--- src/rtl/fifo.sv ---
// Synchronous single-clock FIFO with registered read data, an empty-state
// write-to-read bypass, and full/empty decoded from the occupancy count.
module fifo #(
  parameter int WIDTH = 8,
  parameter int DEPTH = 16
) (
  input  logic             clk,
  input  logic             rst,
  input  logic             wr,
  input  logic             rd,
  input  logic [WIDTH-1:0] din,
  output logic [WIDTH-1:0] dout,
  output logic             full,
  output logic             empty
);

  localparam int AW = (DEPTH > 1) ? $clog2(DEPTH) : 1;
  localparam logic [AW-1:0] PTR_ONE  = AW'(1);
  localparam logic [AW:0]   CNT_ONE  = (AW + 1)'(1);
  localparam logic [AW:0]   CNT_FULL = (AW + 1)'(DEPTH);

  logic [WIDTH-1:0] r_mem [DEPTH];
  logic [AW-1:0]    r_wptr;
  logic [AW-1:0]    r_rptr;
  logic [AW:0]      r_count;
  logic [WIDTH-1:0] r_dout;

  logic w_full;
  logic w_empty;
  logic w_bypass;
  logic w_do_wr;
  logic w_do_rd;

  assign w_full   = (r_count == CNT_FULL);
  assign w_empty  = (r_count == '0);
  // On an empty FIFO a simultaneous read/write hands din straight to dout.
  assign w_bypass = wr & rd & w_empty;
  assign w_do_rd  = rd & ~w_empty;
  // A full FIFO still accepts a write when the same edge frees a slot.
  assign w_do_wr  = wr & (~w_full | rd) & ~w_bypass;

  // Storage array; contents are not reset.
  always_ff @(posedge clk) begin
    if (w_do_wr) begin
      r_mem[r_wptr] <= din;
    end
  end

  // Pointers, occupancy count and registered read data.
  always_ff @(posedge clk or negedge rst) begin
    if (!rst) begin
      r_wptr  <= '0;
      r_rptr  <= '0;
      r_count <= '0;
      r_dout  <= '0;
    end else begin
      if (w_do_wr) begin
        r_wptr <= r_wptr + PTR_ONE;
      end
      if (w_do_rd) begin
        r_rptr <= r_rptr + PTR_ONE;
        r_dout <= r_mem[r_rptr];
      end else if (w_bypass) begin
        r_dout <= din;
      end
      if (w_do_wr && !w_do_rd) begin
        r_count <= r_count + CNT_ONE;
      end else if (w_do_rd && !w_do_wr) begin
        r_count <= r_count - CNT_ONE;
      end
    end
  end

  assign dout  = r_dout;
  assign full  = w_full;
  assign empty = w_empty;

endmodule

--- config.mk ---
export PLATFORM = sky130hd
export DESIGN_NAME = fifo
export DESIGN_NICKNAME = d
export VERILOG_FILES = /design/src/rtl/fifo.sv
export SDC_FILE = /design/constraint.sdc
export NUM_CORES = 1
export LEC_CHECK = 0
export CORE_MARGIN = 5
export CORE_UTILIZATION = 59
export DETAILED_ROUTE_END_ITERATION = 6
export PLACE_DENSITY = 0.77
export RECOVER_POWER = 25
export REMOVE_ABC_BUFFERS = 1
export SETUP_SLACK_MARGIN = 0.2
export SYNTH_ARGS = -nofsm -noshare
export SYNTH_HDL_FRONTEND = slang
export SYNTH_SLANG_ARGS = --single-unit
--- constraint.sdc ---
create_clock -name clk -period 6.9 [get_ports clk]
set_input_delay 0.69 -clock clk [delete_from_list [all_inputs] [get_ports clk]]
set_output_delay 0.69 -clock clk [all_outputs]
set_load 0.05 [all_outputs]
# After elaboration in Yosys (flattened, before gate mapping)
# Memory sizes are Yosys's and may differ from the RTL's.
# Index checks and enable logic that the tools add are counted.
# word_totals
mem_count,1
ramBits,128
out_inout_bits,10
regBits,21
word_cells,32
# classes
n_bitwise,9
n_eq_ne,1
n_mux,6
n_addsub,4
reduce_logical,7
# mem_list
memory,words,word_bits,read_ports,rd_ports_with_merged_regs,wr,line,rtl
r_mem,16,8,1,0,1,22,logic [WIDTH-1:0] r_mem [DEPTH];
# ops
cell,n
$mux W8,2
$mux W5,2
$add A4 B1 Y4 const B,2
$add A5 B1 Y5 const B,1
$and A1 B1 Y1,5
$eq A5 B5 Y1 const B,1
$logic_not A5 Y1,1
$sub A5 B1 Y5 const B,1
$reduce_bool A2 Y1,2
$not A1 Y1,3
$logic_and A1 B1 Y1,2
$logic_not A1 Y1,2
$mux W1,2
$or A1 B1 Y1,1

# Depth between registers and ports, before layout
# logic_depth
ltp_word,9
mapped_depth,10

# Worst setup path before layout
# No wires, ideal clock.
# synth_timing
kind,input-to-reg
from,input port wr
to,register r_count[4]
cell_stages,9
path_buffers,1
arrival_time_ps,2533
slack_ps,4287
path_cell_list,buf_2 a21boi_2 ha_1 inv_1 fa_1 a21o_1 a21oi_1 mux2i_1 xnor2_1
# synth_between
elab_chain_len,7
elab_cells_between_ends,10
# synth_rtl
element,line,rtl
start: declaration,9,"input logic wr,"
$and A1 B1 Y1 (2 in a row),37,assign w_bypass = wr & rd & w_empty;
$not A1 Y1,40,assign w_do_wr = wr & (~w_full | rd) & ~w_bypass;
$and A1 B1 Y1 *,40,
named net w_do_wr,31,logic w_do_wr;
$logic_not A1 Y1,68,end else if (w_do_rd && !w_do_wr) begin
$logic_and A1 B1 Y1,68,
$reduce_bool A2 Y1 (no line),n/a,
end signal: assignment,67,r_count <= r_count + CNT_ONE;
end signal: assignment,69,r_count <= r_count - CNT_ONE;
end: declaration,25,logic [AW:0] r_count;
# Mark *: on every way through the listed nets, which the timed path passes. The rest lies on a longest branch.
# A chain may end at the register's enable or synchronous reset.

# Worst setup path in the final report
# layout_timing
from,register r_count[0]
to,output port empty
# layout_between
elab_chain_len,1
# layout_rtl
element,line,rtl
$logic_not A5 Y1,35,assign w_empty = (r_count == '0);
end: declaration,14,output logic empty
# No other way between the ends.

==> impl_metrics.env <==
export IMPL_ys_warn_count=0
export IMPL_slowest_stage="clkdlybuf4s50_1"
export IMPL_rsz0062_at_grt="no"
export IMPL_die_x_um=111.8
export IMPL_clkTransAtPathRegs_ns=0.06
export IMPL_syn_area_um2=6113
export IMPL_cap_viol_max_count=0
export IMPL_grt_pass1_wl_mm=20.17
export IMPL_num_nets_final=407
export IMPL_period_minus_slack_ns=3.438
export IMPL_yosys_area_top_type_share_pct=62.87
export IMPL_die_area_um2=12500
export IMPL_worstMarginPinSlew_ns=1.085
export IMPL_ys_flop_type="edfxtp_1"
export IMPL_reg2reg_to="r_count[4]$_DFFE_PN0P_"
export IMPL_io_pins=22
export IMPL_grt_usage_pct=21.94
export IMPL_post_route_period_util_pct=49.83
export IMPL_hold_path_class="register to register"
export IMPL_grt_max_degree=50
export IMPL_crit_type="register to primary output"
export IMPL_final_area_um2=7022
export IMPL_finalWirelength_mm=12.73
export IMPL_outcome="finished clean"
export IMPL_max_freq_mhz=290.8
export IMPL_ctsLongestPathBuffers=2
export IMPL_grt_pass1_vias=3480
export IMPL_end_kind="primary output"
export IMPL_synth_async_reset_ratio_pct=14.09
export IMPL_hold_violations=0
export IMPL_final_setup_worst_slack_ns=3.462
export IMPL_slew_headroom_pct=27.08
export IMPL_cts_root_buf="clkbuf_8"
export IMPL_drive_gt1_share_pct=13.92
export IMPL_start_util_pct=59.75
export IMPL_ctsResizeCount=0
export IMPL_drt_pass1_iterations=5
export IMPL_first_iter_violations=269
export IMPL_cp_cell_sequence="or4_1 > nor2_2 > clkdlybuf4s50_1"
export IMPL_critical_path_top_delay_family="simple AND/OR/NAND/NOR gates"
export IMPL_area_growth_pct=14.86
export IMPL_num_antenna_cells=0
export IMPL_synth_edf_count=128
export IMPL_regToRegStartpoint="r_count[0]$_DFFE_PN0P_"
export IMPL_yosysSeqAreaShare_pct=71.47
export IMPL_cts_tree="done"
export IMPL_drtAntennaViolNets=0
export IMPL_worst_path_buf_inv=1
export IMPL_synthCells=357
export IMPL_numCtsBuffers=17
export IMPL_hpwl_mm=7.624
export IMPL_maxSlewViolCount=0
export IMPL_fill_cells=645
export IMPL_finalSetupTns_ns=0
export IMPL_min_to="r_count[2]$_DFFE_PN0P_"
export IMPL_grt_antenna_before_repair=0
export IMPL_die_y_um=111.8
export IMPL_r2r_setup_slack_ns=3.97
export IMPL_crit_path_max_incr_delay_ns=0.87
export IMPL_synthTopCellsByCount="128 x edfxtp_1, 32 x mux2i_1, 21 x dfrtp_1"
export IMPL_gp_congestion=0.9069
export IMPL_power_density_nw_per_um2=442.3
export IMPL_grt_overflow=0
export IMPL_setup_violations=0
export IMPL_viasPerCell=6.277
export IMPL_cp_max_fo=8
export IMPL_dp_slack_ns=3.405
export IMPL_post_synth_top_area_cell="edfxtp_1"
export IMPL_clock_latency_ns=0.53
export IMPL_htree_levels=4
export IMPL_avgRoutedWirePerCell_um=23.98
export IMPL_dpl_cell_area_um2=6424
export IMPL_post_cts_buffers=0
export IMPL_rows=37
export IMPL_min_from="r_count[2]$_DFFE_PN0P_"
export IMPL_ff2ff_path_depth=11
export IMPL_cts_sinks=149
export IMPL_min_path_cells=2
export IMPL_crit_required_ns=6.21
export IMPL_yosysMostFrequentCell="edfxtp_1"
export IMPL_seq_area_um2=4370
export IMPL_ir_drop_v=0.0003392
export IMPL_fin_skew_ns=0.006764
export IMPL_whs_ns=0.5606
export IMPL_drc=0
export IMPL_synthTopCellsByArea="edfxtp_1 63%, dfrtp_1 8.6%, mux4_2 6.3%"
export IMPL_num_vias=3333
export IMPL_coreArea_um2=10230
export IMPL_ys_ff_latch=149
export IMPL_p_leak_nw=2.419
export IMPL_synthDistinctLibCells=38
export IMPL_port_buffer_count=21
export IMPL_worst_setup_path_start_kind="register"
export IMPL_avgSynthCellArea_um2=17.12
export IMPL_worst_ep_arrival_time_ns=2.75
export IMPL_cts_hold_fix_buffers=0
export IMPL_multi_input_area_um2=1587
-- per-stage QoR --
step                cells  power, mW  util (%)
detailed placement    502      2.154     62.79
floorplan             337      1.872         -
CTS                   531      3.118     68.67
global placement      502      2.127     62.79
global route          531      3.248     68.63
finish                531      3.106     68.63
-- layer usage --
metal	vias up	track usage (%)	wire length [um]
met3	32	5.380	825
met1	1683	29.11	5256
met2	152	34.89	6272
li1	1466	-	-
met4	0	9.408	379
met5	-	0	0
-- worst max path at each step --
stage                            from                     end  slack (ns)  cells past startpoint
6_report       r_count[0]$_DFFE_PN0P_                   empty        3.46                      3
5_1_grt        r_count[0]$_DFFE_PN0P_                   empty        3.40                      3
4_1_cts        r_count[0]$_DFFE_PN0P_                   empty        3.44                      3
3_5_place_dp                       rd  r_count[4]$_DFFE_PN0P_        3.40                     10
3_3_place_gp                       rd  r_count[4]$_DFFE_PN0P_        3.48                     10
2_1_floorplan                      rd  r_count[4]$_DFFE_PN0P_        3.87                      9
-- cells in the final DEF (no fill, tap or decap), drive strengths merged, types with 2 or more instances in the layout --
| cell type | instances |
|---|---|
| a2bb2oi | 3 |
| a21boi | 2 |
| mux4 | 17 |
| nand2 | 17 |
| a221oi | 11 |
| a21oi | 7 |
| a21o | 2 |
| a31oi | 8 |
| nand3 | 2 |
| nand2b | 2 |
| o22ai | 7 |
| xor2 | 2 |
| o2bb2ai | 7 |
| bufinv | 5 |
| inv | 7 |
| nor3 | 5 |
| o21ai | 14 |
| clkdlybuf4s50 | 15 |
| nor2 | 17 |
| xnor2 | 9 |
| mux2i | 32 |
| ha | 9 |
| edfxtp | 128 |
| dlygate4sd3 | 6 |
| clkbuf | 18 |
| clkinv | 6 |
| buf | 7 |
| dfrtp | 21 |
-- cells by family (layout without fill, tap and decap cells) --
family / Yosys count / in the layout / share of synthesized area (%)
adders and majority gates: 10 / 10 / 2.170
DFF: 149 / 149 / 71.47
xor gates and xnor gates: 11 / 11 / 1.576
AOI/OAI and AO/OA: 62 / 62 / 6.979
muxes: 50 / 50 / 11.69
and+or+nand+nor: 48 / 48 / 3.541
buffers and inverters: 27 / 65 / 2.579
-- where the power goes --
group          switching, mW  internal [mW]
clock network          0.335          0.612
logic                  0.558          0.377
registers              0.101           1.12
total                  0.993           2.11
-- layout make-up --
class                      instances  area share, %
timing repair buffer              29          3.795
clock inverter                    12          2.673
inverter                           7         0.3742
multi-input combinational        181          22.59
sequential                       149          62.24
clock buffer                      17          5.898
tap                              136          2.423
-- flip-flops by register name (all words and copies together), names as in the netlist --
name and count:
r_mem 128, dout 8, r_count 5, r_rptr 4, r_wptr 4
-- worst register-to-register path, stage by stage (launching register included) --
cell	delay [ns]
dfrtp_1	0.45
nor4_2	0.42
a21boi_0	0.16
buf_4	0.20
inv_1	0.17
ha_1	0.21
inv_1	0.11
fa_1	0.41
a21o_1	0.17
a21oi_1	0.17
mux2i_1	0.23
xnor2_1	0.13
No activity file was read; power rests on OpenSTA's default activity.
